`src/rtl/seq_transmitter.sv`:
```
// Serial frame transmitter: header, one guard bit, then the payload MSB first; idle line is 0.
// Moore outputs decoded from registered state; every state change is qualified by clk_en.
module seq_transmitter #(
  parameter int                 DATA_W  = 8,
  parameter int                 HDR_W   = 6,
  parameter logic [HDR_W-1:0]   HDR_PAT = 6'b110101
) (
  input  logic              clk,
  input  logic              rst,
  input  logic              clk_en,
  input  logic              start,
  input  logic [DATA_W-1:0] data_in,
  output logic              ser_out,
  output logic              busy,
  output logic              payload_active,
  output logic              done
);

  localparam int MAX_W    = (HDR_W > DATA_W) ? HDR_W : DATA_W;
  localparam int CNT_W    = (MAX_W > 1) ? $clog2(MAX_W) : 1;
  localparam int CNT_SPAN = 1 << CNT_W;

  // Header bit-reversed and zero-padded so the bit counter indexes it directly.
  localparam logic [HDR_W-1:0]    HDR_REV   = {<<{HDR_PAT}};
  localparam logic [CNT_SPAN-1:0] HDR_TAB   = CNT_SPAN'(HDR_REV);
  localparam logic [CNT_W-1:0]    HDR_LAST  = CNT_W'(HDR_W - 1);
  localparam logic [CNT_W-1:0]    DATA_LAST = CNT_W'(DATA_W - 1);

  typedef enum logic [2:0] {
    S_IDLE  = 3'd0,
    S_HDR   = 3'd1,
    S_GUARD = 3'd2,
    S_DATA  = 3'd3,
    S_DONE  = 3'd4
  } state_t;

  state_t             state_q, state_d;
  logic [CNT_W-1:0]   cnt_q, cnt_d;
  logic [DATA_W-1:0]  shift_q, shift_d;

  always_ff @(posedge clk or posedge rst) begin
    if (rst) begin
      state_q <= S_IDLE;
      cnt_q   <= '0;
      shift_q <= '0;
    end else if (clk_en) begin
      state_q <= state_d;
      cnt_q   <= cnt_d;
      shift_q <= shift_d;
    end
  end

  always_comb begin
    state_d = state_q;
    cnt_d   = cnt_q;
    shift_d = shift_q;
    case (state_q)
      S_IDLE: begin
        if (start) begin
          state_d = S_HDR;
          cnt_d   = '0;
          shift_d = data_in;
        end
      end
      S_HDR: begin
        if (cnt_q == HDR_LAST) begin
          state_d = S_GUARD;
          cnt_d   = '0;
        end else begin
          cnt_d = cnt_q + 1'b1;
        end
      end
      S_GUARD: begin
        state_d = S_DATA;
        cnt_d   = '0;
      end
      S_DATA: begin
        shift_d = shift_q << 1;
        if (cnt_q == DATA_LAST) begin
          state_d = S_DONE;
          cnt_d   = '0;
        end else begin
          cnt_d = cnt_q + 1'b1;
        end
      end
      // DONE never samples start, so frames are always separated by a 0 bit.
      S_DONE: begin
        state_d = S_IDLE;
      end
      default: begin
        state_d = S_IDLE;
        cnt_d   = '0;
        shift_d = '0;
      end
    endcase
  end

  always_comb begin
    ser_out        = 1'b0;
    busy           = 1'b0;
    payload_active = 1'b0;
    done           = 1'b0;
    case (state_q)
      S_HDR: begin
        ser_out = HDR_TAB[cnt_q];
        busy    = 1'b1;
      end
      S_GUARD: begin
        busy = 1'b1;
      end
      S_DATA: begin
        ser_out        = shift_q[DATA_W-1];
        busy           = 1'b1;
        payload_active = 1'b1;
      end
      S_DONE: begin
        busy = 1'b1;
        done = 1'b1;
      end
      default: begin
        ser_out = 1'b0;
      end
    endcase
  end

endmodule

```
`config.mk`:
```
export PLATFORM = sky130hd
export DESIGN_NAME = seq_transmitter
export DESIGN_NICKNAME = d
export VERILOG_FILES = /design/src/rtl/seq_transmitter.sv
export SDC_FILE = /design/constraint.sdc
export NUM_CORES = 1
export LEC_CHECK = 0
export ABC_AREA = 0
export CAP_MARGIN = 25
export CORE_MARGIN = 5
export CORE_UTILIZATION = 54
export CTS_BUF_LIST = sky130_fd_sc_hd__clkbuf_16
export DETAILED_ROUTE_END_ITERATION = 6
export PLACE_DENSITY = 0.82
export SYNTH_ARGS = -nofsm -noshare
export SYNTH_HDL_FRONTEND = slang
export SYNTH_SLANG_ARGS = --single-unit
```
`constraint.sdc`:
```
create_clock -name clk -period 2.3 [get_ports clk]
set_input_delay 0.46 -clock clk [delete_from_list [all_inputs] [get_ports clk]]
set_output_delay 0.46 -clock clk [all_outputs]
set_load 0.03 [all_outputs]
```
==> metrics.md, run 1 <==
| Metric | Value |
|---|---|
| Met3 wire length | `125 um` |
| Final Hold Vio Count | `0` |
| Post-synthesis register bit count | `14` |
| Synth Cell Area | `847 sq um` |
| Share of cells above drive strength 1 | `0.136` |
| Vias post-DR | `724` |
| Die Wd | `49.6 um` |
| Power per standard cell area | `1010 nW/um^2` |
| Number of max-capacitance violations reported | `0` |
| Synth cell types | `30` |
| CP cell instances | `inv_1, ha_1, o21ai_0, mux2i_1, nor2b_1, dlygate4sd2_1` |
| Setup-failing EPs final | `0` |
| DRC violation total after the first TritonRoute iteration | `24` |
| Minimum clock period | `2130 ps` |
| Overall global routing resource usage | `0.167` |
| Sink Count | `14` |
| Detail-routed via count per cell | `6.08` |
| Highest routed layer | `met4` |
| Unrepaired setup endpoints after global routing | `no` |
| Post-route DRC violation count | `0` |
| Antenna Nets Post-Route | `0` |
| Htree depth | `1` |
| Cell at the root of the clock tree | `sky130_fd_sc_hd__clkbuf_16` |
| Commonest register cell after synthesis | `sky130_fd_sc_hd__dfrtp_1` |
| Clock slew at reported path FFs | `40 ps` |
| Antenna violations before repair | `0` |
| Clock network power share | `0.300` |
| Ranking of synthesized cells by instance count | `sky130_fd_sc_hd__nand2_1, sky130_fd_sc_hd__dfrtp_1, sky130_fd_sc_hd__o21ai_0` |
| Vert. Die Dim | `49.6 um` |
| Share of Yosys cell area claimed by the top area cell type | `0.414` |
| Via count of the first global-routing pass | `682` |
| Most common cell in the synthesized netlist | `sky130_fd_sc_hd__nand2_1` |
| Flop pwr share | `0.335` |
| Outcome | `completed` |
| Top achievable clock speed | `469 MHz` |
| Diodes inserted | `0` |
| Part of the cycle the worst path needs | `0.926` |
| Largest stage delay on the critical path | `400 ps` |
| EDFF count, synth | `0` |
| Routed wl met2 | `934 um` |
| Std-Cell Rows | `14` |
| Detailed-router iteration count before antenna repair | `4` |
| Sum of negative setup slack | `0 ps` |
| Dpl hpwl | `1.35 mm` |
| Floorplan die area | `2460 sq um` |
| Core Box Area | `1490 sq um` |
| Critical Path RT | `1840 ps` |
| Type of destination of the critical path | `primary output` |
| Count of port buffers added during placement | `15` |
| Latest clock arrival within the worst-skew pair | `240 ps` |
| Boundary Pins | `16` |
| Mapped Cells | `86` |
| Routability cong. | `0.785` |
| Sequential element share of the synthesized area | `0.414` |
| Fraction of synthesis flops using an asynchronous set or reset pin | `1.00` |
| Cells resized by post-CTS repair | `1` |
| Largest net degree at the start of global routing | `17` |
| Leakage power | `0.466 nW` |
| Cell Int Power | `697 uW` |
| Post-layout nets | `121` |
| Relative slew slack | `0.626` |
| PnR Total Power | `1.09 mW` |
| Kind of critical path | `flip-flop to primary output` |
| Number of warnings printed during yosys synthesis | `0` |
| CTS tree | `done` |
| Fraction of power spent switching nets | `0.359` |
| WL/cell | `15.2 um` |
| Worst vdd rail ir drop | `0.688 mV` |
| Syn-to-layout area delta | `27.3%` |
| Part of the power in combinational logic | `0.364` |
| Wire length of the first global-routing pass | `3.09 mm` |
| Worst Path Max Fanout | `5` |
| CTS hold repair buffers | `0` |
| Net switching power of the design | `389 uW` |
| Worst-case clock skew | `1.12 ps` |
| Maximum clock insertion buffer count | `2` |
| Number of buffers added by the clock tree synthesis step | `3` |
| # Post-CTS Setup Buffers | `0` |
| Worst-Margin Slew | `562 ps` |
| Class of the worst hold path | `flip-flop to flip-flop` |
| Met1 routed wirelength after detailed routing | `711 um` |
| Critical path data arrival time | `1670 ps` |
| DRT Wirelength | `1.81 mm` |
| Remaining global-route overflow | `0` |
| Nets in the synthesized netlist | `102` |
| Startpoint type of the worst setup path | `flip-flop` |
| Max Transition Viols Final | `0` |
| Cell type with the largest total area after synthesis | `sky130_fd_sc_hd__dfrtp_1` |
| Master of the slowest instance on the critical path | `sky130_fd_sc_hd__dfrtp_1` |
| Avg Synthesized Cell Area | `9.85 sq um` |
| Main area contributors after synthesis | `sky130_fd_sc_hd__dfrtp_1, sky130_fd_sc_hd__nand2_1, sky130_fd_sc_hd__a22oi_1, sky130_fd_sc_hd__ha_1, sky130_fd_sc_hd__o21ai_0` |
| Starting density of the core | `0.569` |
## power groups by stage
stage	combinational, mW	sequential (mW)	clock [mW]
finish	0.396	0.364	0.326
global route	0.445	0.373	0.347
CTS	0.398	0.364	0.334
detailed placement	0.400	0.367	0
global placement	0.379	0.362	0
floorplan	0.321	0.343	0
## state kept, by name, indices dropped and copies added, names as in the netlist
signal / cells
cnt_q: 3
shift_q: 8
state_q: 3
## path summary, 6_finish.rpt
path                       cells past startpoint    endpoint  startpoint  slack [ps]
min                                            2  shift_q[0]  shift_q[0]         480
max in group asynchronous                      2  state_q[2]         rst        1370
max                                            6     ser_out    cnt_q[0]         170
min in group asynchronous                      2  shift_q[6]         rst         570
min reg2reg                                    2  shift_q[0]  shift_q[0]         480
max reg2reg                                    3  shift_q[3]  state_q[2]         630
## final cells by class
cell class / instances / area [sq um]
Clock buffer: 3 / 75.1
Fill cell: 100 / 410
Inverter: 4 / 15.0
Multi-Input combinational cell: 63 / 437
Sequential cell: 14 / 350
Tap cell: 16 / 20.0
Timing Repair Buffer: 19 / 181
## metal layers
| layer | vias up | GRT usage |
|---|---|---|
| met5 | - | 0 |
| met4 | 0 | 0.0917 |
| met3 | 5 | 0.0392 |
| met2 | 35 | 0.278 |
| met1 | 342 | 0.193 |
| li1 | 342 | - |
## metrics by stage
step / worst slack [ps] / util / area (sq um) / instances / hold WS [ps]
2_1_floorplan: 494 / - / 847 / 86 / 349
3_3_place_gp: 226 / 0.671 / 1000 / 116 / 462
3_5_place_dp: 139 / 0.671 / 1000 / 116 / 477
4_1_cts: 40.6 / 0.721 / 1070 / 119 / 489
5_1_grt: 19.4 / 0.724 / 1080 / 119 / 517
6_report: 170 / 0.724 / 1080 / 119 / 482
## placed cells by master (no fill, tap or decap), types with 2 or more instances in the layout
cell type,synthesis,final
sky130_fd_sc_hd__a22oi_1,7,7
sky130_fd_sc_hd__buf_4,3,5
sky130_fd_sc_hd__clkbuf_16,0,3
sky130_fd_sc_hd__clkdlybuf4s50_1,0,11
sky130_fd_sc_hd__dfrtp_1,14,14
sky130_fd_sc_hd__dlymetal6s2s_1,0,2
sky130_fd_sc_hd__ha_1,4,4
sky130_fd_sc_hd__inv_1,4,4
sky130_fd_sc_hd__nand2_1,15,15
sky130_fd_sc_hd__nor2_1,3,3
sky130_fd_sc_hd__nor2b_1,2,2
sky130_fd_sc_hd__nor3b_1,2,2
sky130_fd_sc_hd__o211ai_1,2,2
sky130_fd_sc_hd__o21ai_0,8,8
sky130_fd_sc_hd__o21ai_1,2,2
sky130_fd_sc_hd__o31ai_1,2,2
## cells by family after synthesis
| kind of cell | Yosys count | share of synthesized area |
|---|---|---|
| buffers and inverters | 9 | 0.0709 |
| adder cells (fa/ha/maj) | 4 | 0.0591 |
| AO/OA/AOI/OAI | 29 | 0.244 |
| AND/OR/NAND/NOR | 29 | 0.201 |
| multiplexers | 1 | 0.0118 |
| flip-flops | 14 | 0.414 |
## worst max-delay path, delay by kind of cell, from the launching register on
kind / cells / cell delay (ps)
AO/OA/AOI/OAI: 1 / 140
adder cells (fa/ha/maj): 1 / 200
buffers and inverters: 2 / 470
flip-flops: 1 / 400
multiplexers: 1 / 90
AND/OR/NAND/NOR: 1 / 120
No activity file was read; power rests on OpenSTA's default activity.
==> run 2: changes to the inputs <==
- CELL_PAD_IN_SITES_DETAIL_PLACEMENT: unset -> 1
- CELL_PAD_IN_SITES_GLOBAL_PLACEMENT: unset -> 1
- CORE_UTILIZATION: 54 -> 41
- PLACE_DENSITY: 0.82 -> unset
- PLACE_DENSITY_LB_ADDON: unset -> 0.1
- SKIP_CTS_REPAIR_TIMING: unset -> 1
==> run 2 against run 1 <==
Core utilization down 17 points. First-iteration DRC count decreased by 33%. Combinational power is 3% lower. Sequential power rose by 2%. Count of clock-buffer cells in the layout stayed put. Routed wire length rose by 7.2%. Final cell count rose by 9.2%. Sequential share of layout area decreased by 0.26 points. Cell area grew 1.2%. Maximum frequency is 5.2% lower. Critical endpoint is now busy. Highest routed layer is now met3.
==> metrics.md, run 2 (same netlist as run 1, synthesis figures left out) <==
| Metric | Value |
|---|---|
| Type of destination of the critical path | `primary output` |
| Remaining global-route overflow | `0 (unchanged)` |
| Leakage power | `0.476 nW (+2.2%)` |
| Sink Count | `14 (unchanged)` |
| Top achievable clock speed | `445 MHz (-5.2%)` |
| Die Wd | `55.5 um (+12%)` |
| Antenna Nets Post-Route | `0 (unchanged)` |
| Post-detailed-placement cell area | `1010 sq um (+0.63%)` |
| Commonest non-fill, non-tap cell in the layout | `sky130_fd_sc_hd__nand2_1` |
| Clock slew at reported path FFs | `50 ps (about the same)` |
| Post-layout nets | `120 (-0.83%)` |
| Part of the cycle the worst path needs | `0.977 (+0.0510)` |
| Detailed-router iteration count before antenna repair | `4 (unchanged)` |
| Via count of the first global-routing pass | `748 (+9.7%)` |
| Largest net degree at the start of global routing | `17 (unchanged)` |
| Setup-failing EPs final | `0 (unchanged)` |
| Kind of critical path | `flip-flop to primary output` |
| Filler cells | `243 (+140%)` |
| Largest stage delay on the critical path | `670 ps (+270 ps)` |
| Flip-flop count of the largest register, all copies and words added | `8 (unchanged)` |
| DRC violation total after the first TritonRoute iteration | `16 (-33%)` |
| Worst-case clock skew | `1.44 ps (+0.321 ps)` |
| Floorplan die area | `3080 sq um (+25%)` |
| Master of the slowest instance on the critical path | `sky130_fd_sc_hd__clkdlybuf4s50_1` |
| Core Box Area | `1960 sq um (+32%)` |
| Worst-Margin Slew | `603 ps (+41.0 ps)` |
| Worst Reg2Reg Path Length in Cells | `4 (+1)` |
| Count of port buffers added during placement | `15 (unchanged)` |
| Critical path data arrival time | `1790 ps (+120 ps)` |
| Outcome | `completed` |
| Worst Min Path Start | `shift_q[2]` |
| Most frequent cells in the layout | `sky130_fd_sc_hd__nand2_1, sky130_fd_sc_hd__dfrtp_1, sky130_fd_sc_hd__clkdlybuf4s50_1` |
| CTS tree | `done` |
| Syn-to-layout area delta | `28.8%` |
| Share of cells above drive strength 1 | `0.136 (unchanged)` |
| Htree depth | `1 (unchanged)` |
| Vias post-DR | `697 (-3.7%)` |
| Detail-routed via count per cell | `5.36 (-12%)` |
| Vert. Die Dim | `55.5 um (+12%)` |
| Number of buffers added by the clock tree synthesis step | `3 (unchanged)` |
| Register with the most flip-flops | `shift_q` |
| Worst vdd rail ir drop | `0.502 mV (-27%)` |
| Endpoint of the most critical register-to-register path | `shift_q[7]` |
| Class of the worst hold path | `flip-flop to flip-flop` |
| Maximum clock insertion buffer count | `2 (unchanged)` |
| R2R setup slack | `580 ps (-50 ps)` |
| Number of max-capacitance violations reported | `0 (unchanged)` |
| Power per standard cell area | `997 nW/um^2 (-1.0%)` |
| Post-route DRC violation count | `0 (unchanged)` |
| Dpl hpwl | `1.41 mm (+4.3%)` |
| Boundary Pins | `16 (unchanged)` |
| Latest clock arrival within the worst-skew pair | `240 ps (about the same)` |
| Startpoint type of the worst setup path | `flip-flop` |
| Minimum clock period | `2250 ps (+117 ps)` |
| Routability cong. | `0.746 (-5.0%)` |
| Final core area utilization | `0.556 (-0.168)` |
| Diodes inserted | `0 (unchanged)` |
| Cell at the root of the clock tree | `sky130_fd_sc_hd__clkbuf_16` |
| Critical Path RT | `1840 ps (about the same)` |
| Crit path launch | `state_q[2]` |
| Startpoint of the lowest-slack register-to-register path | `state_q[1]` |
| Final Hold Vio Count | `0 (unchanged)` |
| Largest registers | `shift_q x8, cnt_q x3, state_q x3` |
| Max Transition Viols Final | `0 (unchanged)` |
| Antenna violations before repair | `0 (unchanged)` |
| End point of the worst hold path | `shift_q[2]` |
| Unrepaired setup endpoints after global routing | `no` |
| DRT Wirelength | `1.94 mm (+7.2%)` |
| Number of cells on the worst hold path | `2 (unchanged)` |
| Wire length of the first global-routing pass | `3.42 mm (+11%)` |
| Worst Path Max Fanout | `10 (+5)` |
| Relative slew slack | `0.598 (-0.0273)` |
| Overall global routing resource usage | `0.136 (-0.0307)` |
| Final instance area | `1090 sq um (+1.2%)` |
| Std-Cell Rows | `16 (+2)` |
| Starting density of the core | `0.432 (-0.137)` |
| WL/cell | `14.9 um (-1.8%)` |
| CP cell instances | `o21a_1, nor2_1, clkdlybuf4s50_1` |
==> run 2: cell types whose count changed in the layout (fill, tap and decap cells not counted), sizes merged <==
| cell | change |
|---|---|
| buf | -1 |
| clkinv | +1 |
| dlygate4sd2 | -1 |
| clkdlybuf4s50 | +1 |
==> run 2: worst max path at each step <==
stage                          to  slack [ps]  depth (start not counted)
final                        busy          50                          3
after global routing         busy          10                          3
after CTS                 ser_out         -90                          6
after detailed placement  ser_out         160                          6
after global placement    ser_out         220                          6
after floorplan              done         490                          2
==> run 2: stage by stage <==
stage	setup TNS [ps]	setup WS, ps	hold WS, ps	instances	power, mW
6_report	0	52.6	481	130	1.09
2_1_floorplan	0	494	349	86	0.664
5_1_grt	0	11.0	502	130	1.16
3_3_place_gp	0	223	463	126	0.748
4_1_cts	-90.9	-90.9	487	130	1.11
3_5_place_dp	0	164	476	126	0.763
==> run 2: final cells by class <==
| type | count | area (sq um) | share of cell area |
|---|---|---|---|
| inverters | 4 | 15.0 | 0.0138 |
| multi-input cells | 63 | 437 | 0.400 |
| well taps | 27 | 33.8 | 0.0310 |
| flip-flops and latches | 14 | 352 | 0.322 |
| clock inverters | 1 | 3.75 | 0.00344 |
| clock buffers | 3 | 75.1 | 0.0688 |
| repair buffers | 18 | 175 | 0.161 |
==> run 2: critical path, delay by kind of cell (launching register included) <==
kind,cells,cell delay (ps)
simple gates,1,120
buf+inv,1,670
flops,1,530
compound gates,1,230
==> run 2: routing by layer <==
layer  part of all wire  GRT usage  up-vias
met4                  0     0.0313        0
met1               0.42      0.156      348
li1                   -          -      341
met3              0.025     0.0186        0
met2               0.55      0.260        8
met5                  0          0        -
==> run 2: where the power goes <==
part	switching [mW]	internal, mW
logic	0.219	0.165
clock network	0.102	0.230
registers	0.0700	0.301
